===== config.mk =====
export PLATFORM = sky130hd
export DESIGN_NAME = mc_ctrl_flat
export DESIGN_NICKNAME = d
export VERILOG_FILES = /design/src/rtl/mc_ctrl_pkg.sv /design/src/rtl/mc_ctrl_if.sv /design/src/rtl/mc_decode.sv /design/src/rtl/mc_ctrl.sv /design/src/flat_wrapper.sv
export SDC_FILE = /design/constraint.sdc
export NUM_CORES = 1
export LEC_CHECK = 0
export ABC_AREA = 0
export CAP_MARGIN = 0
export CORE_MARGIN = 4
export CORE_UTILIZATION = 43
export CTS_BUF_LIST = sky130_fd_sc_hd__clkbuf_8
export CTS_CLUSTER_DIAMETER = 50
export DETAILED_ROUTE_END_ITERATION = 10
export GPL_ROUTABILITY_DRIVEN = 0
export PLACE_DENSITY = 0.83
export SYNTH_ARGS = -nofsm -noshare
export SYNTH_HDL_FRONTEND = slang
export SYNTH_SLANG_ARGS = --single-unit

===== constraint.sdc =====
create_clock -name clk -period 2.7 [get_ports clk]
set_clock_uncertainty 0.15 [all_clocks]
set_input_delay 0.675 -clock clk [delete_from_list [all_inputs] [get_ports clk]]
set_output_delay 0.675 -clock clk [all_outputs]
set_load 0.005 [all_outputs]

===== src/rtl/mc_ctrl_pkg.sv =====
// Shared control encodings (the ctrl_encode_def set) for the multicycle
// controller: FSM states, ALU ops, instruction classes, mux selects and
// opcode/funct values.
package mc_ctrl_pkg;

  typedef enum logic [2:0] {
    ST_IF  = 3'd0,
    ST_ID  = 3'd1,
    ST_EXE = 3'd2,
    ST_MEM = 3'd3,
    ST_WB  = 3'd4
  } state_e;

  typedef enum logic [3:0] {
    ALU_NOP  = 4'd0,
    ALU_ADD  = 4'd1,
    ALU_SUB  = 4'd2,
    ALU_AND  = 4'd3,
    ALU_OR   = 4'd4,
    ALU_NOR  = 4'd5,
    ALU_SLT  = 4'd6,
    ALU_SLTU = 4'd7,
    ALU_LUI  = 4'd8
  } alu_op_e;

  typedef enum logic [3:0] {
    CL_ILLEGAL = 4'd0,
    CL_RTYPE   = 4'd1,
    CL_ITYPE   = 4'd2,
    CL_LW      = 4'd3,
    CL_SW      = 4'd4,
    CL_BEQ     = 4'd5,
    CL_BNE     = 4'd6,
    CL_J       = 4'd7,
    CL_JAL     = 4'd8
  } instr_class_e;

  // Next-PC select
  localparam logic [1:0] NPC_PC4    = 2'd0;
  localparam logic [1:0] NPC_BRANCH = 2'd1;
  localparam logic [1:0] NPC_JUMP   = 2'd2;

  // Register-file write-data select
  localparam logic [1:0] WD_ALU = 2'd0;
  localparam logic [1:0] WD_MEM = 2'd1;
  localparam logic [1:0] WD_PC4 = 2'd2;

  // Destination register select
  localparam logic [1:0] GPR_RD = 2'd0;
  localparam logic [1:0] GPR_RT = 2'd1;
  localparam logic [1:0] GPR_RA = 2'd2;

  // ALU operand selects
  localparam logic       ALUSRCA_PC   = 1'b0;
  localparam logic       ALUSRCA_RS   = 1'b1;
  localparam logic [1:0] ALUSRCB_RT   = 2'd0;
  localparam logic [1:0] ALUSRCB_FOUR = 2'd1;
  localparam logic [1:0] ALUSRCB_IMM  = 2'd2;

  // Immediate extension
  localparam logic EXT_ZERO = 1'b0;
  localparam logic EXT_SIGN = 1'b1;

  // Opcodes
  localparam logic [5:0] OP_RTYPE = 6'h00;
  localparam logic [5:0] OP_J     = 6'h02;
  localparam logic [5:0] OP_JAL   = 6'h03;
  localparam logic [5:0] OP_BEQ   = 6'h04;
  localparam logic [5:0] OP_BNE   = 6'h05;
  localparam logic [5:0] OP_ADDI  = 6'h08;
  localparam logic [5:0] OP_SLTI  = 6'h0A;
  localparam logic [5:0] OP_ANDI  = 6'h0C;
  localparam logic [5:0] OP_ORI   = 6'h0D;
  localparam logic [5:0] OP_LUI   = 6'h0F;
  localparam logic [5:0] OP_LW    = 6'h23;
  localparam logic [5:0] OP_SW    = 6'h2B;

  // R-type funct codes
  localparam logic [5:0] FN_ADD  = 6'h20;
  localparam logic [5:0] FN_SUB  = 6'h22;
  localparam logic [5:0] FN_AND  = 6'h24;
  localparam logic [5:0] FN_OR   = 6'h25;
  localparam logic [5:0] FN_NOR  = 6'h27;
  localparam logic [5:0] FN_SLT  = 6'h2A;
  localparam logic [5:0] FN_SLTU = 6'h2B;

  // R-type and branch instructions take their second operand from rt.
  function automatic logic class_uses_rt(instr_class_e c);
    return (c == CL_RTYPE) || (c == CL_BEQ) || (c == CL_BNE);
  endfunction

endpackage


===== src/rtl/mc_ctrl_if.sv =====
// Controller <-> datapath bundle. master = datapath side (drives the
// instruction fields and Zero), slave = controller side.
interface mc_ctrl_if;

  logic [5:0] Op;
  logic [5:0] Funct;
  logic       Zero;
  logic       PCWrite;
  logic       IRWrite;
  logic       RFWrite;
  logic       DMWrite;
  logic [3:0] ALUOp;
  logic       ALUSrcA;
  logic [1:0] ALUSrcB;
  logic       EXTOp;
  logic [1:0] NPCOp;
  logic [1:0] WDSel;
  logic [1:0] GPRSel;
  logic       illegal;
  logic [2:0] state;

  modport master (
    output Op, Funct, Zero,
    input  PCWrite, IRWrite, RFWrite, DMWrite, ALUOp, ALUSrcA, ALUSrcB,
           EXTOp, NPCOp, WDSel, GPRSel, illegal, state
  );

  modport slave (
    input  Op, Funct, Zero,
    output PCWrite, IRWrite, RFWrite, DMWrite, ALUOp, ALUSrcA, ALUSrcB,
           EXTOp, NPCOp, WDSel, GPRSel, illegal, state
  );

endinterface


===== src/rtl/mc_decode.sv =====
// Combinational instruction decoder: Op/Funct -> instruction class, ALU op
// and immediate extension. jal is only recognised when MCCTRL_JAL_EN is
// defined; otherwise it falls through to the illegal class.
module mc_decode
  import mc_ctrl_pkg::*;
(
  input  logic [5:0]   i_op,
  input  logic [5:0]   i_funct,
  output instr_class_e o_class,
  output alu_op_e      o_alu_op,
  output logic         o_ext_op
);

  // Classify the instruction and pick its ALU operation
  always_comb begin
    o_class  = CL_ILLEGAL;
    o_alu_op = ALU_ADD;
    o_ext_op = EXT_SIGN;
    case (i_op)
      OP_RTYPE: begin
        o_class = CL_RTYPE;
        case (i_funct)
          FN_ADD:  o_alu_op = ALU_ADD;
          FN_SUB:  o_alu_op = ALU_SUB;
          FN_AND:  o_alu_op = ALU_AND;
          FN_OR:   o_alu_op = ALU_OR;
          FN_NOR:  o_alu_op = ALU_NOR;
          FN_SLT:  o_alu_op = ALU_SLT;
          FN_SLTU: o_alu_op = ALU_SLTU;
          default: o_class  = CL_ILLEGAL;
        endcase
      end
      OP_ADDI: begin o_class = CL_ITYPE; o_alu_op = ALU_ADD; o_ext_op = EXT_SIGN; end
      OP_SLTI: begin o_class = CL_ITYPE; o_alu_op = ALU_SLT; o_ext_op = EXT_SIGN; end
      OP_ANDI: begin o_class = CL_ITYPE; o_alu_op = ALU_AND; o_ext_op = EXT_ZERO; end
      OP_ORI:  begin o_class = CL_ITYPE; o_alu_op = ALU_OR;  o_ext_op = EXT_ZERO; end
      OP_LUI:  begin o_class = CL_ITYPE; o_alu_op = ALU_LUI; o_ext_op = EXT_ZERO; end
      OP_LW:   begin o_class = CL_LW;    o_alu_op = ALU_ADD; o_ext_op = EXT_SIGN; end
      OP_SW:   begin o_class = CL_SW;    o_alu_op = ALU_ADD; o_ext_op = EXT_SIGN; end
      OP_BEQ:  begin o_class = CL_BEQ;   o_alu_op = ALU_SUB; end
      OP_BNE:  begin o_class = CL_BNE;   o_alu_op = ALU_SUB; end
      OP_J:    o_class = CL_J;
`ifdef MCCTRL_JAL_EN
      OP_JAL:  o_class = CL_JAL;
`else
      OP_JAL:  o_class = CL_ILLEGAL;
`endif
      default: o_class = CL_ILLEGAL;
    endcase
  end

endmodule


===== src/rtl/mc_ctrl.sv =====
// Multicycle controller FSM (IF/ID/EXE/MEM/WB) with combinational control
// outputs. Optional jal support via MCCTRL_JAL_EN (see mc_decode).
// While rst is high the state is IF and every write enable is held low.
module mc_ctrl
  import mc_ctrl_pkg::*;
(
  input logic     clk,
  input logic     rst,
  mc_ctrl_if.slave bus
);

  state_e       r_state;
  state_e       w_next;
  instr_class_e w_class;
  alu_op_e      w_dec_alu;
  logic         w_dec_ext;

  logic         w_pc_write;
  logic         w_ir_write;
  logic         w_rf_write;
  logic         w_dm_write;
  logic         w_illegal;
  alu_op_e      w_alu_op;
  logic         w_srca;
  logic [1:0]   w_srcb;
  logic         w_ext;
  logic [1:0]   w_npc;
  logic [1:0]   w_wd;
  logic [1:0]   w_gpr;

  mc_decode u_decode (
    .i_op     (bus.Op),
    .i_funct  (bus.Funct),
    .o_class  (w_class),
    .o_alu_op (w_dec_alu),
    .o_ext_op (w_dec_ext)
  );

  // State register, forced to IF asynchronously by rst
  always_ff @(posedge clk or posedge rst) begin
    if (rst) begin
      r_state <= ST_IF;
    end else begin
      r_state <= w_next;
    end
  end

  // Next-state and control outputs
  always_comb begin
    w_next     = ST_IF;
    w_pc_write = 1'b0;
    w_ir_write = 1'b0;
    w_rf_write = 1'b0;
    w_dm_write = 1'b0;
    w_illegal  = 1'b0;
    w_alu_op   = ALU_ADD;
    w_srca     = ALUSRCA_PC;
    w_srcb     = ALUSRCB_FOUR;
    w_ext      = EXT_SIGN;
    w_npc      = NPC_PC4;
    w_wd       = WD_ALU;
    w_gpr      = GPR_RD;

    // ALU operands stay as set up in EXE through MEM and WB so the
    // result feeding memory / the register file does not move.
    if (r_state inside {ST_EXE, ST_MEM, ST_WB}) begin
      w_srca   = ALUSRCA_RS;
      w_srcb   = class_uses_rt(w_class) ? ALUSRCB_RT : ALUSRCB_IMM;
      w_alu_op = w_dec_alu;
      w_ext    = w_dec_ext;
    end

    case (r_state)
      ST_IF: begin
        w_ir_write = 1'b1;
        w_pc_write = 1'b1;
        w_next     = ST_ID;
      end
      ST_ID: begin
        case (w_class)
          CL_J: begin
            w_pc_write = 1'b1;
            w_npc      = NPC_JUMP;
            w_next     = ST_IF;
          end
          CL_JAL: begin
            w_pc_write = 1'b1;
            w_npc      = NPC_JUMP;
            w_rf_write = 1'b1;
            w_gpr      = GPR_RA;
            w_wd       = WD_PC4;
            w_next     = ST_IF;
          end
          CL_ILLEGAL: begin
            w_illegal = 1'b1;
            w_next    = ST_IF;
          end
          default: w_next = ST_EXE;
        endcase
      end
      ST_EXE: begin
        case (w_class)
          CL_RTYPE, CL_ITYPE: w_next = ST_WB;
          CL_LW, CL_SW:       w_next = ST_MEM;
          CL_BEQ: begin
            w_npc      = NPC_BRANCH;
            w_pc_write = bus.Zero;
            w_next     = ST_IF;
          end
          CL_BNE: begin
            w_npc      = NPC_BRANCH;
            w_pc_write = ~bus.Zero;
            w_next     = ST_IF;
          end
          default: w_next = ST_IF;
        endcase
      end
      ST_MEM: begin
        if (w_class == CL_SW) begin
          w_dm_write = 1'b1;
        end
        w_next = (w_class == CL_LW) ? ST_WB : ST_IF;
      end
      ST_WB: begin
        w_rf_write = 1'b1;
        w_wd       = (w_class == CL_LW) ? WD_MEM : WD_ALU;
        w_gpr      = (w_class == CL_RTYPE) ? GPR_RD : GPR_RT;
        w_next     = ST_IF;
      end
      default: w_next = ST_IF;
    endcase

    if (rst) begin
      w_pc_write = 1'b0;
      w_ir_write = 1'b0;
      w_rf_write = 1'b0;
      w_dm_write = 1'b0;
      w_illegal  = 1'b0;
    end
  end

  assign bus.PCWrite = w_pc_write;
  assign bus.IRWrite = w_ir_write;
  assign bus.RFWrite = w_rf_write;
  assign bus.DMWrite = w_dm_write;
  assign bus.illegal = w_illegal;
  assign bus.ALUOp   = w_alu_op;
  assign bus.ALUSrcA = w_srca;
  assign bus.ALUSrcB = w_srcb;
  assign bus.EXTOp   = w_ext;
  assign bus.NPCOp   = w_npc;
  assign bus.WDSel   = w_wd;
  assign bus.GPRSel  = w_gpr;
  assign bus.state   = r_state;

endmodule

===== src/flat_wrapper.sv =====
// flat-port wrapper written by rule: the top's interface ports become plain ports
module mc_ctrl_flat import mc_ctrl_pkg::*;
  (clk, rst, bus_Op, bus_Funct, bus_Zero, bus_PCWrite, bus_IRWrite, bus_RFWrite, bus_DMWrite, bus_ALUOp, bus_ALUSrcA, bus_ALUSrcB, bus_EXTOp, bus_NPCOp, bus_WDSel, bus_GPRSel, bus_illegal, bus_state);
  mc_ctrl_if bus_i ();
  input logic clk;
  input logic rst;
  input wire logic [$bits(bus_i.Op)-1:0] bus_Op;
  input wire logic [$bits(bus_i.Funct)-1:0] bus_Funct;
  input wire logic [$bits(bus_i.Zero)-1:0] bus_Zero;
  output wire logic [$bits(bus_i.PCWrite)-1:0] bus_PCWrite;
  output wire logic [$bits(bus_i.IRWrite)-1:0] bus_IRWrite;
  output wire logic [$bits(bus_i.RFWrite)-1:0] bus_RFWrite;
  output wire logic [$bits(bus_i.DMWrite)-1:0] bus_DMWrite;
  output wire logic [$bits(bus_i.ALUOp)-1:0] bus_ALUOp;
  output wire logic [$bits(bus_i.ALUSrcA)-1:0] bus_ALUSrcA;
  output wire logic [$bits(bus_i.ALUSrcB)-1:0] bus_ALUSrcB;
  output wire logic [$bits(bus_i.EXTOp)-1:0] bus_EXTOp;
  output wire logic [$bits(bus_i.NPCOp)-1:0] bus_NPCOp;
  output wire logic [$bits(bus_i.WDSel)-1:0] bus_WDSel;
  output wire logic [$bits(bus_i.GPRSel)-1:0] bus_GPRSel;
  output wire logic [$bits(bus_i.illegal)-1:0] bus_illegal;
  output wire logic [$bits(bus_i.state)-1:0] bus_state;
  assign bus_i.Op = bus_Op;
  assign bus_i.Funct = bus_Funct;
  assign bus_i.Zero = bus_Zero;
  assign bus_PCWrite = bus_i.PCWrite;
  assign bus_IRWrite = bus_i.IRWrite;
  assign bus_RFWrite = bus_i.RFWrite;
  assign bus_DMWrite = bus_i.DMWrite;
  assign bus_ALUOp = bus_i.ALUOp;
  assign bus_ALUSrcA = bus_i.ALUSrcA;
  assign bus_ALUSrcB = bus_i.ALUSrcB;
  assign bus_EXTOp = bus_i.EXTOp;
  assign bus_NPCOp = bus_i.NPCOp;
  assign bus_WDSel = bus_i.WDSel;
  assign bus_GPRSel = bus_i.GPRSel;
  assign bus_illegal = bus_i.illegal;
  assign bus_state = bus_i.state;
  mc_ctrl u_core (.clk(clk), .rst(rst), .bus(bus_i));
endmodule

==> flow_summary.json, run 1 <==
{
  "status": "stopped before the end",
  "lastStage": "5_1_grt",
  "error": "[ERROR DPL-0033] detailed placement checks failed during check placement.",
  "yosysMostFrequentCell": "nand2_1",
  "htree_levels": 1,
  "rows": 15,
  "yosysSeqAreaShare": 0.0923,
  "clockBufferDepth": 2,
  "yosys_warnings": 0,
  "port-buffer-count": 34,
  "ioPinCount": 37,
  "dpl.hpwl_um": 2630,
  "antenna_found_initial": 0,
  "initial_core_util": 0.461,
  "synth_cell_types": 48,
  "synth_edf_count": 0,
  "ys.flop_type": "dfrtp_1",
  "synth_commonest_cells": "nand2_1 (15), nor2_1 (11), a21oi_1 (6), inv_1 (6), nor2b_1 (6)",
  "grt-worst-endpoint": "bus_PCWrite",
  "synth_top_area_frac": 0.0923,
  "post-place-ws_ns": -1.03,
  "fp.dieW_um": 51.5,
  "fp.dieH_um": 51.5,
  "async_flop_share": 1.00,
  "synth_area_leaders": "dfrtp_1 (9.2%), nand2_1 (6.9%), nor2_1 (5.1%)",
  "synth_cells": 125,
  "synth_seq_cells": 3,
  "holdBufCountCts": 0,
  "cts-root-buf": "clkbuf_8",
  "clock-sinks": 3,
  "grt_max_degree": 11,
  "syn_avg_cell_area_um2": 6.51,
  "netlist_area_um2": 813,
  "worst-ep-kind": "output port",
  "numCtsBuffers": 3,
  "yosys.area.top_type": "dfrtp_1"
}
## cells by family after synthesis
kind of cell           Yosys count  synth area share
flip-flops                       3            0.0923
multiplexers                     1            0.0138
AND/OR/NAND/NOR                 67             0.465
other                            1           0.00461
XOR/XNOR                         2            0.0215
AO/OA/AOI/OAI                   32             0.280
buffers and inverters           19             0.123
## repair_timing
| item | 4_1_cts |
|---|---|
| gates cloned | 0 |
| gates resized for setup | 118 |
| pin swaps | 18 |
| setup endpoints to repair | 14 |
| setup buffers | 11 |
| hold endpoints to repair | 0 |
## per-stage QoR
stage	area, um^2	std cells
CTS	1650	224
detailed placement	1400	210
global placement	1400	210
floorplan	817	126
==> run 2, diff against run 1 <==
- CORE_AREA: default -> 4 4 65 67
- CORE_MARGIN: 4 -> default
- CORE_UTILIZATION: 43 -> default
- CTS_BUF_LIST: sky130_fd_sc_hd__clkbuf_8 -> default
- CTS_CLUSTER_DIAMETER: 50 -> default
- DIE_AREA: default -> 0 0 69 71
- PLACE_DENSITY: 0.83 -> default
- PLACE_DENSITY_LB_ADDON: default -> 0.15
==> flow_summary.json, run 2 <==
{
  "status": "complete, but fails checks",
  "violations": "negative setup slack",
  "antenna_found_initial": 0,
  "initial_core_util": 0.224,
  "busiest_layer": "met2",
  "synth_edf_count": 0,
  "numCtsBuffers": 3,
  "finalCritPeriodShare": 1.05,
  "p_leak_nw": 0.752,
  "synth_cell_types": 48,
  "crit_arrival_ns": 2.02,
  "rows": 22,
  "fill_cells": 383,
  "drt_first_pass_iters": 4,
  "globalRouteMet1Util": 0.160,
  "dpl.hpwl_um": 2390,
  "finalHoldViolations": 0,
  "yosys_warnings": 0,
  "register_area_um2": 75.1,
  "clock-sinks": 3,
  "grt_pass1_vias": 1206,
  "antenna_cells": 0,
  "power_switching_mw": 0.205,
  "setup_violations": 5,
  "p_int_mw": 0.354,
  "ioPinCount": 37,
  "yosys.area.top_type": "dfrtp_1",
  "synth_area_leaders": "dfrtp_1 (9.2%), nand2_1 (6.9%), nor2_1 (5.1%)",
  "cts-root-buf": "clkbuf_8",
  "port-buffer-count": 34,
  "grt_max_degree": 10,
  "path_class": "input port to primary output",
  "muxShareOfSynthArea": 0.0138,
  "setup_tns_ns": -0.526,
  "setup_ws_ns": -0.147,
  "rsz0062_at_grt": "true",
  "layout_common_cells": "buf_4 (35), buf_6 (15), nand2_1 (14)",
  "worstSetupEndpointType": "primary output",
  "cap_violations": 0,
  "viasPerCell": 4.82,
  "multiInputGateArea_um2": 861,
  "drc": 0,
  "yosys.area_share.simple": 0.465,
  "syn_avg_cell_area_um2": 6.51,
  "post-route-min-period_ns": 2.85,
  "fp.dieH_um": 71,
  "grt_use_met2": 0.233,
  "critPathMaxFanout": 4,
  "post-place-ws_ns": -1.09,
  "num_vias": 1191,
  "core_mm2": 0.00363,
  "clock.fmax_mhz": 351,
  "synth_commonest_cells": "nand2_1 (15), nor2_1 (11), a21oi_1 (6), inv_1 (6), nor2b_1 (6)",
  "finalInstanceArea_mm2": 0.00175,
  "clockPowerShare": 0.233,
  "crit_required_ns": 1.88,
  "yosys.area_share.adder": 0,
  "final_nets": 215,
  "layout_commonest_cell": "buf_4",
  "p_per_area_mw_per_mm2": 319,
  "ant_nets": 0,
  "wl_per_cell_um": 12.9,
  "ys.flop_type": "dfrtp_1",
  "async_flop_share": 1.00,
  "maxSlewViolCount": 0,
  "swShare": 0.367,
  "vdd.ir_drop.worst_mv": 0.154,
  "synth_top_family_by_area": "simple AND/OR/NAND/NOR gates",
  "drtIter0Drc": 58,
  "met3_usage": 0.0327,
  "layout-drive-gt1-share": 0.588,
  "synth_cells": 125,
  "dpl_cell_area_mm2": 0.00143,
  "yosysSeqAreaShare": 0.0923,
  "holdCritPathClass": "flop to flop",
  "synth_seq_cells": 3,
  "fp.dieW_um": 69,
  "die_area_mm2": 0.00490,
  "syn2layout_area_growth_pct": 116,
  "clockBufferDepth": 2,
  "power_mw": 0.559,
  "netlist_area_um2": 813,
  "grt_pass1_wl_um": 5410,
  "p_seq_frac": 0.120,
  "clkSlewWorstSetupHoldPaths_ns": 0.03,
  "cts_tree": "done",
  "holdBufCountCts": 0,
  "yosysMostFrequentCell": "nand2_1",
  "comb_power_share": 0.646,
  "insertion_delay_ns": 0.22,
  "grt.overflow.total": 0,
  "track_usage": 0.131,
  "synth_xor_area_frac": 0.0215,
  "synth_top_area_frac": 0.0923,
  "drt_wl_total_um": 3200,
  "largest_reg_flops": 3,
  "synth-compound-area-share": 0.280,
  "htree_levels": 1,
  "startpoint_type": "input port"
}
==> run 2: cell counts after synthesis <==
No cell type changed its count.
==> run 2: worst paths after layout <==
path | start | end | slack [ns] | cells after the start
setup reg to reg | u_core.bus.state[1]$_DFF_PP0_ | u_core.bus.state[2]$_DFF_PP0_ | 1.41 | 5
hold reg to reg | u_core.bus.state[2]$_DFF_PP0_ | u_core.bus.state[2]$_DFF_PP0_ | 0.50 | 3
hold / removal | u_core.bus.state[2]$_DFF_PP0_ | u_core.bus.state[2]$_DFF_PP0_ | 0.50 | 3
max in group asynchronous | rst | u_core.bus.state[1]$_DFF_PP0_ | 1.72 | 3
setup / recovery | bus_Op[2] | bus_GPRSel[0] | -0.15 | 9
min in group asynchronous | rst | u_core.bus.state[0]$_DFF_PP0_ | 0.55 | 3
==> run 2: final cells by class <==
class                           instances  area share
Clock buffer                            4      0.0257
Timing Repair Buffer                   82       0.392
Multi-Input combinational cell        104       0.491
Sequential cell                         3      0.0428
Inverter                                6      0.0143
Tap cell                               48      0.0342
==> run 2: power by group through the flow <==
stage / Combinational [mW] / Sequential (mW) / Clock (mW)
CTS: 0.335 / 0.0670 / 0.134
global placement: 0.305 / 0.0667 / 0
floorplan: 0.145 / 0.0633 / 0
global route: 0.393 / 0.0684 / 0.142
detailed placement: 0.305 / 0.0665 / 0
finish: 0.361 / 0.0673 / 0.130
==> run 2: critical path, stage by stage <==
cell and delay [ns]:
buf_8 0.10, and4b_4 0.32, a21oi_2 0.04, or3_4 0.35
buf_4 0.14, buf_6 0.10, a21oi_2 0.11, nor2_1 0.05
buf_2 0.13
==> run 2: metrics by stage <==
| stage | std cells | hold slack [ns] | utilization |
|---|---|---|---|
| finish | 247 | 0.500 | 0.483 |
| global route | 247 | 0.560 | 0.483 |
| floorplan | 126 | 0.279 | - |
| detailed placement | 233 | 0.482 | 0.392 |
| CTS | 245 | 0.498 | 0.459 |
| global placement | 233 | 0.493 | 0.392 |
==> run 2: repair_timing <==
action | in CTS | in global routing
resized for setup | 124 | 35
setup buffers | 8 | 6
pin swaps | 16 | 23
setup endpoints to repair | 14 | 11
==> run 2: cells by family after synthesis <==
family | count (synthesis)
compound gates | 32
buf+inv | 19
mux | 1
other cells | 1
flops | 3
simple gates | 67
xor+xnor | 2
==> run 2: routing by layer <==
metal	up-vias	part of all wire
met3	4	0.059
met5	-	0
met1	553	0.43
met4	0	0.0091
li1	600	-
met2	34	0.50
Power figures use the tool's default switching activity.
==> run 3, diff against run 2 <==
- MAX_ROUTING_LAYER: default -> met4
==> flow_summary.json, run 3 (same netlist as run 2, synthesis figures left out) <==
{
  "p_int_mw": 0.354,
  "port-buffer-count": 34,
  "grt_max_degree": 10,
  "antenna_found_initial": 0,
  "comb_power_share": 0.646,
  "utilization": 0.483,
  "finalHoldViolations": 0,
  "clock-sinks": 3,
  "power_switching_mw": 0.205,
  "viasPerCell": 4.82,
  "post-route-min-period_ns": 2.85,
  "drt_wl_total_um": 3200,
  "clkSlewWorstSetupHoldPaths_ns": 0.03,
  "layout-drive-gt1-share": 0.588,
  "grt.overflow.total": 0,
  "largest_reg_flops": 3,
  "wl_per_cell_um": 12.9,
  "die_area_mm2": 0.00490,
  "worstSetupEndpointType": "primary output",
  "layout_common_cells": "buf_4 (35), buf_6 (15), nand2_1 (14)",
  "drc": 0,
  "grt_pass1_vias": 1205,
  "antenna_cells": 0,
  "rsz0062_at_grt": "true",
  "holdCritPathClass": "flop to flop",
  "setup_ws_ns": -0.147,
  "final_nets": 215,
  "core_mm2": 0.00363,
  "fp.dieW_um": 69,
  "cts_tree": "done",
  "ioPinCount": 37,
  "rows": 22,
  "fin_cells": 247,
  "dp_cells": 233,
  "busiest_layer": "met2",
  "initial_core_util": 0.224,
  "fp.dieH_um": 71,
  "violations": "negative setup slack",
  "swShare": 0.367,
  "crit_required_ns": 1.88,
  "cts-root-buf": "clkbuf_8",
  "layout_commonest_cell": "buf_4",
  "crit_arrival_ns": 2.02,
  "insertion_delay_ns": 0.22,
  "status": "complete, but fails checks",
  "clock.fmax_mhz": 351,
  "drtIter0Drc": 59,
  "numCtsBuffers": 3,
  "path_class": "input port to primary output",
  "num_vias": 1191,
  "globalRouteMet1Util": 0.161,
  "startpoint_type": "input port",
  "p_leak_nw": 0.752,
  "grt_pass1_wl_um": 5410,
  "met3_usage": 0.0313,
  "track_usage": 0.135,
  "htree_levels": 1,
  "ant_nets": 0,
  "drt_first_pass_iters": 4,
  "clockBufferDepth": 2,
  "cap_violations": 0,
  "syn2layout_area_growth_pct": 116,
  "vdd.ir_drop.worst_mv": 0.154,
  "setup_violations": 5,
  "maxSlewViolCount": 0,
  "grt_use_met2": 0.233,
  "critPathMaxFanout": 4,
  "finalCritPeriodShare": 1.05,
  "dpl.hpwl_um": 2390,
  "rrSetupSlack_ns": 1.41,
  "fill_cells": 383,
  "p_seq_frac": 0.120,
  "p_per_area_mw_per_mm2": 319,
  "clockPowerShare": 0.233
}
-- run 3: cell counts in the layout (fill, tap and decap cells not counted) --
Identical to the previous run, type by type.
-- run 3: critical path: stages --
cell	delay [ns]
buf_8	0.10
and4b_4	0.32
a21oi_2	0.04
or3_4	0.35
buf_4	0.14
buf_6	0.10
a21oi_2	0.11
nor2_1	0.05
buf_2	0.13
-- run 3: worst paths after layout --
check / startpoint / to / cells past startpoint
min in group asynchronous: rst / u_core.bus.state[0]$_DFF_PP0_ / 3
max: bus_Op[2] / bus_GPRSel[0] / 9
min reg2reg: u_core.bus.state[2]$_DFF_PP0_ / u_core.bus.state[2]$_DFF_PP0_ / 3
max in group asynchronous: rst / u_core.bus.state[1]$_DFF_PP0_ / 3
min: u_core.bus.state[2]$_DFF_PP0_ / u_core.bus.state[2]$_DFF_PP0_ / 3
max reg2reg: u_core.bus.state[1]$_DFF_PP0_ / u_core.bus.state[2]$_DFF_PP0_ / 5
-- run 3: per-stage QoR --
stage	setup TNS, ns	total power, mW	instance area, um^2	hold WS, ns	worst slack (ns)
after global placement	-10.69	0.371	1430	0.493	-1.06
after CTS	-0.951	0.536	1670	0.498	-0.298
final	-0.526	0.559	1750	0.500	-0.147
after floorplan	0	0.208	817	0.279	0.0319
after global routing	-0.820	0.604	1750	0.560	-0.212
after detailed placement	-10.97	0.372	1430	0.482	-1.09
-- run 3: final cells by class --
cell class	instances	area, um^2	area share
repair buffers	82	688	0.392
clock buffers	4	45.0	0.0257
multi-input cells	104	861	0.491
well taps	48	60.1	0.0342
flip-flops and latches	3	75.1	0.0428
inverters	6	25.0	0.0143
-- run 3: per-layer routing --
metal,up-vias,share of wire
li1,600,-
met1,553,0.43
met2,34,0.50
met3,4,0.057
met4,0,0.0078
met5,-,0
-- run 3: power groups by stage --
stage	Combinational (mW)	Sequential [mW]	Clock [mW]
after CTS	0.335	0.0670	0.134
after global routing	0.393	0.0684	0.142
after floorplan	0.145	0.0633	0
after global placement	0.305	0.0667	0
final	0.361	0.0673	0.130
after detailed placement	0.305	0.0665	0
-- run 3: what timing repair did --
item,in CTS,in global routing
endpoints found under the hold margin,0,0
gates cloned,0,0
gates resized for setup,124,35
hold buffers,0,0
buffers inserted,8,6
pin swaps,16,23
setup endpoints to repair,14,11
==> run 4, diff against run 3 <==
- CTS_BUF_LIST: default -> sky130_fd_sc_hd__clkbuf_8
- GPL_TIMING_DRIVEN: default -> 0
==> flow_summary.json, run 4 (same netlist as run 2, synthesis figures left out) <==
{
  "status": "complete, but fails checks",
  "violations": "negative setup slack",
  "viasPerCell": 4.84,
  "rows": 22,
  "layout_commonest_cell": "buf_4",
  "cp_slowest_cell": "or3_4",
  "clock.fmax_mhz": 336,
  "dp_cells": 204,
  "fp.dieW_um": 69,
  "grt_max_degree": 12,
  "clock-sinks": 3,
  "fin_cells": 224,
  "grt_use_met2": 0.193,
  "vdd.ir_drop.worst_mv": 0.130,
  "grt_pass1_wl_um": 4870,
  "layout-drive-gt1-share": 0.455,
  "rsz0062_at_grt": "true",
  "grt_pass1_vias": 1067,
  "htree_levels": 1,
  "drt_first_pass_iters": 4,
  "startpoint": "bus_Op[2]",
  "critPathMostFrequentCell": "buf_6",
  "fp.dieH_um": 71,
  "drt_wl_total_um": 2920,
  "p_per_area_mw_per_mm2": 329,
  "holdBufCountCts": 0,
  "insertion_delay_ns": 0.22,
  "antenna_cells": 0,
  "dpl.hpwl_um": 2170,
  "crit_arrival_ns": 2.15,
  "critPathMaxFanout": 3,
  "met3_usage": 0.0270,
  "maxSlewViolCount": 0,
  "port-buffer-count": 30,
  "ant_nets": 0,
  "critPathMaxStageDelay_ns": 0.39,
  "crit_chain": "buf_6 > and4b_4 > a21oi_2 > or3_4 > buf_4 > buf_6 > buf_6 > a21oi_2 > nor2_1 > buf_2",
  "track_usage": 0.120,
  "fill_cells": 382,
  "post-route-min-period_ns": 2.97,
  "path_buf_inv": 5,
  "p_leak_nw": 0.654,
  "die_area_mm2": 0.00490,
  "finalCritPeriodShare": 1.10,
  "post-place-ws_ns": -1.27,
  "final_nets": 192,
  "antenna_found_initial": 0,
  "grt.overflow.total": 0,
  "drtIter0Drc": 34,
  "setup_ws_ns": -0.275,
  "layout_common_cells": "buf_4 (22), nand2_1 (14), nor2_1 (9), clkdlybuf4s50_1 (9), dlygate4sd2_1 (7)",
  "wl_per_cell_um": 13.0,
  "clkSlewWorstSetupHoldPaths_ns": 0.03,
  "setup_tns_ns": -0.953,
  "cap_violations": 0,
  "cts_tree": "done",
  "crit_family": "simple AND/OR/NAND/NOR gates",
  "ioPinCount": 37,
  "clockBufferDepth": 2,
  "r2r-start": "u_core.bus.state[0]$_DFF_PP0_",
  "initial_core_util": 0.224,
  "startpoint_type": "input port",
  "worstSetupEndpointType": "primary output",
  "globalRouteMet1Util": 0.151,
  "crit_required_ns": 1.88,
  "core_mm2": 0.00363,
  "numCtsBuffers": 3,
  "finalHoldViolations": 0,
  "num_vias": 1085,
  "setup_violations": 5,
  "drc": 0,
  "cts-root-buf": "clkbuf_8",
  "syn2layout_area_growth_pct": 87.4,
  "path_class": "input port to primary output",
  "largest_reg_flops": 3,
  "busiest_layer": "met2",
  "holdCritPathClass": "input port to async pin"
}
## run 4: timing repair
item	CTS	global route
endpoints found under the hold margin	0	0
setup buffers	12	6
pin swaps	15	12
endpoints found under the setup margin	16	10
gates resized for setup	84	23
cloned	0	0
## run 4: layout make-up
cell class | count | area [um^2] | area share
clock inverter | 1 | 3.75 | 0.00246
multi-input combinational | 104 | 810 | 0.531
timing repair buffer | 48 | 419 | 0.275
sequential | 3 | 77.6 | 0.0509
clock buffer | 3 | 41.3 | 0.0271
buffer | 11 | 87.6 | 0.0575
tap | 48 | 60.1 | 0.0394
inverter | 6 | 25.0 | 0.0164
## run 4: worst paths after layout
path,endpoint,slack (ns),cells past startpoint
max,bus_GPRSel[0],-0.27,10
max reg2reg,u_core.bus.state[1]$_DFF_PP0_,1.36,3
min reg2reg,u_core.bus.state[0]$_DFF_PP0_,0.45,1
max in group asynchronous,u_core.bus.state[2]$_DFF_PP0_,1.82,2
min,u_core.bus.state[1]$_DFF_PP0_,0.44,2
min in group clk,u_core.bus.state[0]$_DFF_PP0_,0.45,1
## run 4: worst reg2reg max path, cell delays in order, from the launching register on
cell and delay [ns]:
dfrtp_1 0.38, clkbuf_1 0.23, and2_1 0.23, a31o_2 0.24
## run 4: metrics by stage
stage	utilization	instance area [um^2]	power [mW]	hold WS, ns
2_1_floorplan	-	817	0.208	0.279
3_3_place_gp	0.324	1180	0.317	0.652
3_5_place_dp	0.324	1180	0.321	0.649
4_1_cts	0.390	1420	0.473	0.411
5_1_grt	0.419	1520	0.545	0.461
6_report	0.419	1520	0.501	0.437
## run 4: where the power goes
part           internal [mW]  switching, mW
Clock                 0.0970         0.0319
Combinational          0.155          0.152
Sequential            0.0561        0.00924
## run 4: metal layers
| layer | routed length, um | vias up | part of all wire |
|---|---|---|---|
| li1 | - | 548 | - |
| met1 | 1320 | 505 | 0.45 |
| met2 | 1430 | 28 | 0.49 |
| met3 | 143 | 4 | 0.049 |
| met4 | 23 | 0 | 0.0079 |
| met5 | 0 | - | 0 |
==> RTL change 1: new RTL, config.mk and constraints of run 2 <==
Make the reset (`rst`) synchronous in one clocked block. Comments in the files are not updated.
--- a/src/rtl/mc_ctrl.sv
+++ b/src/rtl/mc_ctrl.sv
@@ -37,7 +37,7 @@
   );
 
   // State register, forced to IF asynchronously by rst
-  always_ff @(posedge clk or posedge rst) begin
+  always_ff @(posedge clk) begin
     if (rst) begin
       r_state <= ST_IF;
     end else begin
Function: differs if rst is asserted again (counterexample within 4 cycles, from zero or initial values and one cycle with rst high); with rst held inactive, the same outputs for 10 cycles.
==> RTL change 1 against run 2 <==
  * The run still ends with setup timing left
  * Total power is 34% lower
  * Sequential cell count stayed put
  * Synthesized cell count is 6.4% lower
  * Wire length is 8.4% higher
  * Worst setup slack worse by 110 ps
  * Final area is 0.21% higher
  * Via count is 1.6% higher
  * Synthesized area is 4.5% lower
  * Combinational power is 47% lower
  * Critical path type unchanged
  * Critical endpoint is now bus_PCWrite
  * Largest cell class unchanged
  * Highest routed layer is now met3
==> RTL change 1: results (changes against run 2) <==
| Metric | Value |
|---|---|
| Largest stage delay, worst path | 520 ps (+170 ps) |
| Status | finished with violations |
| Critical path's slowest cell | or4_4 |
| Initial antenna violation count | 0 (unchanged) |
| Worst path top cell family by delay | simple AND/OR/NAND/NOR gates |
| Clock latency on the worst-skew pair | 210 ps |
| Hold Crit Start | u_core.bus.state[0]$_SDFF_PP0_ |
| Antenna Cells | 0 (unchanged) |
| Setup ws final | -260 ps (-113 ps) |
| Share of cells above drive strength 1 | 58.4% (-0.42 points) |
| CTS clk-pin slew, worst paths | 30 ps (about the same) |
| Synth area leaders | nor2_1, dfxtp_1, a211oi_2 |
| Max FFs per register | 3 (unchanged) |
| Worst flop-to-flop path endpoint | u_core.bus.state[2]$_SDFF_PP0_ |
| Vias in the first global route | 1240 (+2.8%) |
| Total Wirelength | 3.47 mm (+8.4%) |
| Worst R2R Path Depth | 6 (+1) |
| Row cnt | 22 (unchanged) |
| Seq/Total Area, Yosys | 7.73% (-1.5 points) |
| Placed Instances | 230 (-1.3%) |
| CTS root buffer | clkbuf_8 |
| Ys Warns | 0 (unchanged) |
| Worst min path class | reg2reg |
| H-Tree Depth | 1 (unchanged) |
| Crit path DAT | 2140 ps (+120 ps) |
| R2R Setup Slk | 1060 ps (-350 ps) |
| Hold Path Depth | 1 (-2) |
| Worst-path fanout max | 2 (-2) |
| Synth Flop Type | dfxtp_1 |
| Leakage | 0.812 nW (+8.1%) |
| DRT Pass-1 Iters | 4 (unchanged) |
| Dpl ws | -935 ps (+160 ps) |
| Via count | 1210 (+1.6%) |
| Largest net degree at the start of global routing | 8 (-2) |
| Post-DP HPWL | 2.41 mm (+0.77%) |
| Cells after synthesis | 117 (-6.4%) |
| Num CTS Buffers | 3 (unchanged) |
| Final nets | 225 (+4.7%) |
| Async SR Flop Fraction | 0% (-100 points) |
| GRT Total Usage | 13.7% (+0.54 points) |
| Final setup vio count | 7 (+2) |
| First-pass GRT wire length | 5.65 mm (+4.5%) |
| Max clock buf depth | 2 (unchanged) |
| Buffers on Ports | 34 (unchanged) |
| Worst VDD drop | 231 uV (+50%) |
| Count of different cell masters after synthesis | 44 (-8.3%) |
| Worst flop-to-flop path startpoint | u_core.bus.state[2]$_SDFF_PP0_ |
| Commonest cells in the netlist | nor2_1, nand2_1, o21ai_0 |
| Slew HR | approximately 63% |
| Failing checks | setup timing |
| Initial DRC Count | 90 (+55%) |
| Hold endpoint | u_core.bus.state[0]$_SDFF_PP0_ |
| WL/cell | 13.5 um (+4.2%) |
RTL change 1: cell types whose count changed in the layout (fill, tap and decap cells not counted), moves of 3 or more:
| cell | before | now |
|---|---|---|
| nor4_1 | 1 | 5 |
| nand3_1 | 2 | 5 |
| nor2_1 | 7 | 11 |
| o21ai_2 | 1 | 4 |
| nand2_1 | 14 | 9 |
| nor4_2 | 5 | 0 |
| buf_6 | 15 | 7 |
| a211oi_2 | 0 | 5 |
| dfrtp_1 | 3 | 0 |
| nor3_1 | 4 | 1 |
| dfxtp_1 | 0 | 3 |
| buf_4 | 35 | 57 |
| clkdlybuf4s15_2 | 4 | 1 |
| nand4_1 | 3 | 0 |
RTL change 1: what timing repair did:
action	in CTS	in global routing
resized for setup	98	28
setup buffers	16	6
pin swaps	19	21
cloned	2	0
setup endpoints to repair	15	13
RTL change 1: final cells by class:
cell class,instances,area (um2)
clock buffers,4,45.0
fillers,382,1880
inverters,5,21.3
multi-input cells,98,791
flip-flops and latches,3,60.1
well taps,48,60.1
repair buffers,99,781
RTL change 1: power by group:
part	leakage [nW]	switching (mW)	internal, mW	total [mW]
logic	0.765	0.0868	0.104	0.190
registers	0.0245	0.00225	0.0464	0.0487
clock network	0.0228	0.0267	0.100	0.127
total	0.812	0.116	0.250	0.366
RTL change 1: layer usage:
layer | up-vias | track usage (%) | part of all wire, % | wire (um)
li1 | 606 | - | - | -
met1 | 582 | 16.3 | 43 | 1480
met2 | 22 | 26.6 | 54 | 1890
met3 | 0 | 0.994 | 3.0 | 103
met4 | 0 | 2.60 | 0 | 0
met5 | - | 0 | 0 | 0
RTL change 1: logic make-up after synthesis:
group                  Yosys count  share of synthesized area, %
AND/OR/NAND/NOR                 60                          43.5
AO/OA/AOI/OAI                   34                          32.7
buffers and inverters           17                          13.2
flip-flops                       3                          7.73
XOR/XNOR                         1                          1.13
multiplexers                     1                          1.29
other                            1                         0.483
RTL change 1: worst max-delay path by stage:
stage          startpoint            to  slack [ps]  depth (start not counted)
3_3_place_gp    bus_Op[4]  bus_ALUOp[1]        -970                          8
3_5_place_dp    bus_Op[2]   bus_PCWrite        -940                          6
4_1_cts         bus_Op[1]   bus_PCWrite        -280                          6
2_1_floorplan   bus_Op[5]   bus_PCWrite          30                          4
6_report        bus_Op[1]   bus_PCWrite        -260                          6
5_1_grt         bus_Op[1]   bus_PCWrite        -300                          6
RTL change 1: stage by stage:
stage / TNS (ps) / area (um2) / utilization, % / hold WS, ps / total power, mW
after global placement: -10240 / 1410 / 38.9 / 393 / 0.197
after CTS: -735 / 1630 / 44.8 / 401 / 0.353
final: -1090 / 1760 / 48.4 / 406 / 0.366
after detailed placement: -10120 / 1410 / 38.9 / 397 / 0.198
after floorplan: 0 / 781 / - / 403 / 0.118
after global routing: -1570 / 1760 / 48.4 / 466 / 0.389
==> RTL change 2: new RTL, settings of run 2 <==
Made on the original files. The option `MCCTRL_JAL_EN` is turned on by a define.
--- a/src/rtl/mc_decode.sv
+++ b/src/rtl/mc_decode.sv
@@ -1,6 +1,8 @@
 // Combinational instruction decoder: Op/Funct -> instruction class, ALU op
 // and immediate extension. jal is only recognised when MCCTRL_JAL_EN is
 // defined; otherwise it falls through to the illegal class.
+`define MCCTRL_JAL_EN
+
 module mc_decode
   import mc_ctrl_pkg::*;
 (
Function: changed (a bounded check fails within 4 cycles, from zero or initial values and one cycle with rst high).
==> RTL change 2 against run 2 <==
  * Total power fell by 7.1%
  * Largest cell class unchanged
  * Sequential cell count did not move
  * Wire length fell by 6.5%
  * Synthesized area fell by 14%
  * Final area fell by 12%
  * Count of clock-buffer cells in the layout did not move
  * The flow still finishes with violations (setup timing)
  * Non-clock buffer count fell by 2
  * Largest power group unchanged
  * First-iteration DRC count fell by 52%
  * Worst setup slack got worse by 440 ps
==> RTL change 2: results (changes against run 2) <==
| Metric | Value |
|---|---|
| Worst min path class | reg2reg |
| Buffers on Ports | 36 (+5.9%) |
| Leakage | 0.691 nW (-8.0%) |
| Crit path DAT | 2460 ps (+440 ps) |
| Post-Syn Nets | 125 |
| Commonest cells in the netlist | nor2_1, nand2_1, nor3_1 |
| Fill cell count | 404 (+5.5%) |
| Worst path top cell family by delay | simple AND/OR/NAND/NOR gates |
| GRT Total Usage | 12.5% (-0.63 points) |
| Vias in the first global route | 1150 (-4.6%) |
| Setup TNS | -2520 ps (-1990 ps) |
| Failing checks | setup timing |
| Pint | 322 uW (-9.0%) |
| Worst VDD drop | 141 uV (-8.4%) |
| Post-DP HPWL | 2.32 mm (-2.9%) |
| Count of different cell masters after synthesis | 42 (-13%) |
| Status | finished with violations |
| First-pass GRT wire length | 5.14 mm (-5.0%) |
| Sequential cell area | 75.1 um2 (unchanged) |
| Critical path's slowest cell | or4_4 |
| GRT met3 Usage | 2.41% (-0.85 points) |
| Final setup vio count | 6 (+1) |
| Setup ws final | -589 ps (-443 ps) |
| Total Wirelength | 2.99 mm (-6.5%) |
| Initial DRC Count | 28 (-52%) |
| M2 GR Usage | 22.6% (-0.74 points) |
| DR vias/cell | 4.78 (-0.79%) |
| Initial antenna violation count | 0 (unchanged) |
| Synth area leaders | dfrtp_1, nor2_1, nor3_1 |
| GR met1 Demand/Resource | 15.1% (-0.98 points) |
| Largest stage delay, worst path | 560 ps (+210 ps) |
| Seq/Total Area, Yosys | 10.7% (+1.5 points) |
| Share of cells above drive strength 1 | 53.2% (-5.6 points) |
| Worst-path fanout max | 3 (-1) |
| Largest net degree at the start of global routing | 11 (+1) |
| Final nets | 204 (-5.1%) |
[RTL change 2: changes by cell type after synthesis, sizes merged, moves of 3 or more]
cell | before | now
or3 | 1 | 4
buf | 8 | 3
nor3 | 4 | 9
o21ai | 6 | 9
or4 | 0 | 3
inv | 6 | 9
nand2 | 15 | 9
[RTL change 2: routing by layer]
layer	share of wire (%)	routed length, um	up-vias
met2	51	1520	28
met4	1.0	30	0
met3	4.1	122	4
li1	-	-	569
met5	0	0	-
met1	44	1320	528
[RTL change 2: power groups by stage]
stage	Sequential [mW]	Combinational (mW)	Clock, mW
floorplan	0.0651	0.123	0
global placement	0.0700	0.291	0
detailed placement	0.0697	0.293	0
CTS	0.0693	0.300	0.138
global route	0.0722	0.351	0.143
finish	0.0695	0.317	0.133
[RTL change 2: cell type report]
class | count | area share (%)
inverter | 9 | 2.50
clock buffer | 4 | 2.91
tap | 48 | 3.88
sequential | 3 | 4.85
timing repair buffer | 80 | 40.4
multi-input combinational | 92 | 45.5
[RTL change 2: cells by family (layout without fill, tap and decap cells)]
group                  count (synthesis)  after routing  synth area share, %
AO/OA/AOI/OAI                         30             30                 28.7
XOR/XNOR                               1              1                 1.25
buffers and inverters                 15             93                 9.80
flip-flops                             3              3                 10.7
multiplexers                           1              1                 1.60
AND/OR/NAND/NOR                       60             60                 47.9
[RTL change 2: worst paths after layout]
kind / to / depth (start not counted) / slack, ps / startpoint
max in group asynchronous: u_core.bus.state[2]$_DFF_PP0_ / 3 / 1730 / rst
min in group asynchronous: u_core.bus.state[1]$_DFF_PP0_ / 3 / 530 / rst
setup reg to reg: u_core.bus.state[2]$_DFF_PP0_ / 4 / 1100 / u_core.bus.state[2]$_DFF_PP0_
hold reg to reg: u_core.bus.state[0]$_DFF_PP0_ / 1 / 410 / u_core.bus.state[1]$_DFF_PP0_
setup / recovery: bus_illegal / 10 / -590 / bus_Op[5]
hold / removal: u_core.bus.state[0]$_DFF_PP0_ / 1 / 410 / u_core.bus.state[1]$_DFF_PP0_
[RTL change 2: what timing repair did]
item / 4_1_cts / 5_1_grt
resized for setup: 98 / 28
setup endpoints to repair: 19 / 15
buffers inserted: 5 / 5
pin swaps: 18 / 16
hold endpoints to repair: 0 / 0
[RTL change 2: worst reg2reg max path, stage by stage (launching register included)]
cell      delay, ps
dfrtp_1         470
nand2b_1        210
buf_4           170
or3_1           340
o32ai_1         150
[RTL change 2: per-stage QoR]
stage                     instances  power, mW  cell area [um2]  setup WS, ps
after detailed placement        223      0.363             1360         -1330
after floorplan                 110      0.188              707          -242
after global routing            236      0.566             1550          -655
after global placement          223      0.361             1360         -1310
final                           236      0.519             1550          -589
after CTS                       232      0.506             1480          -601
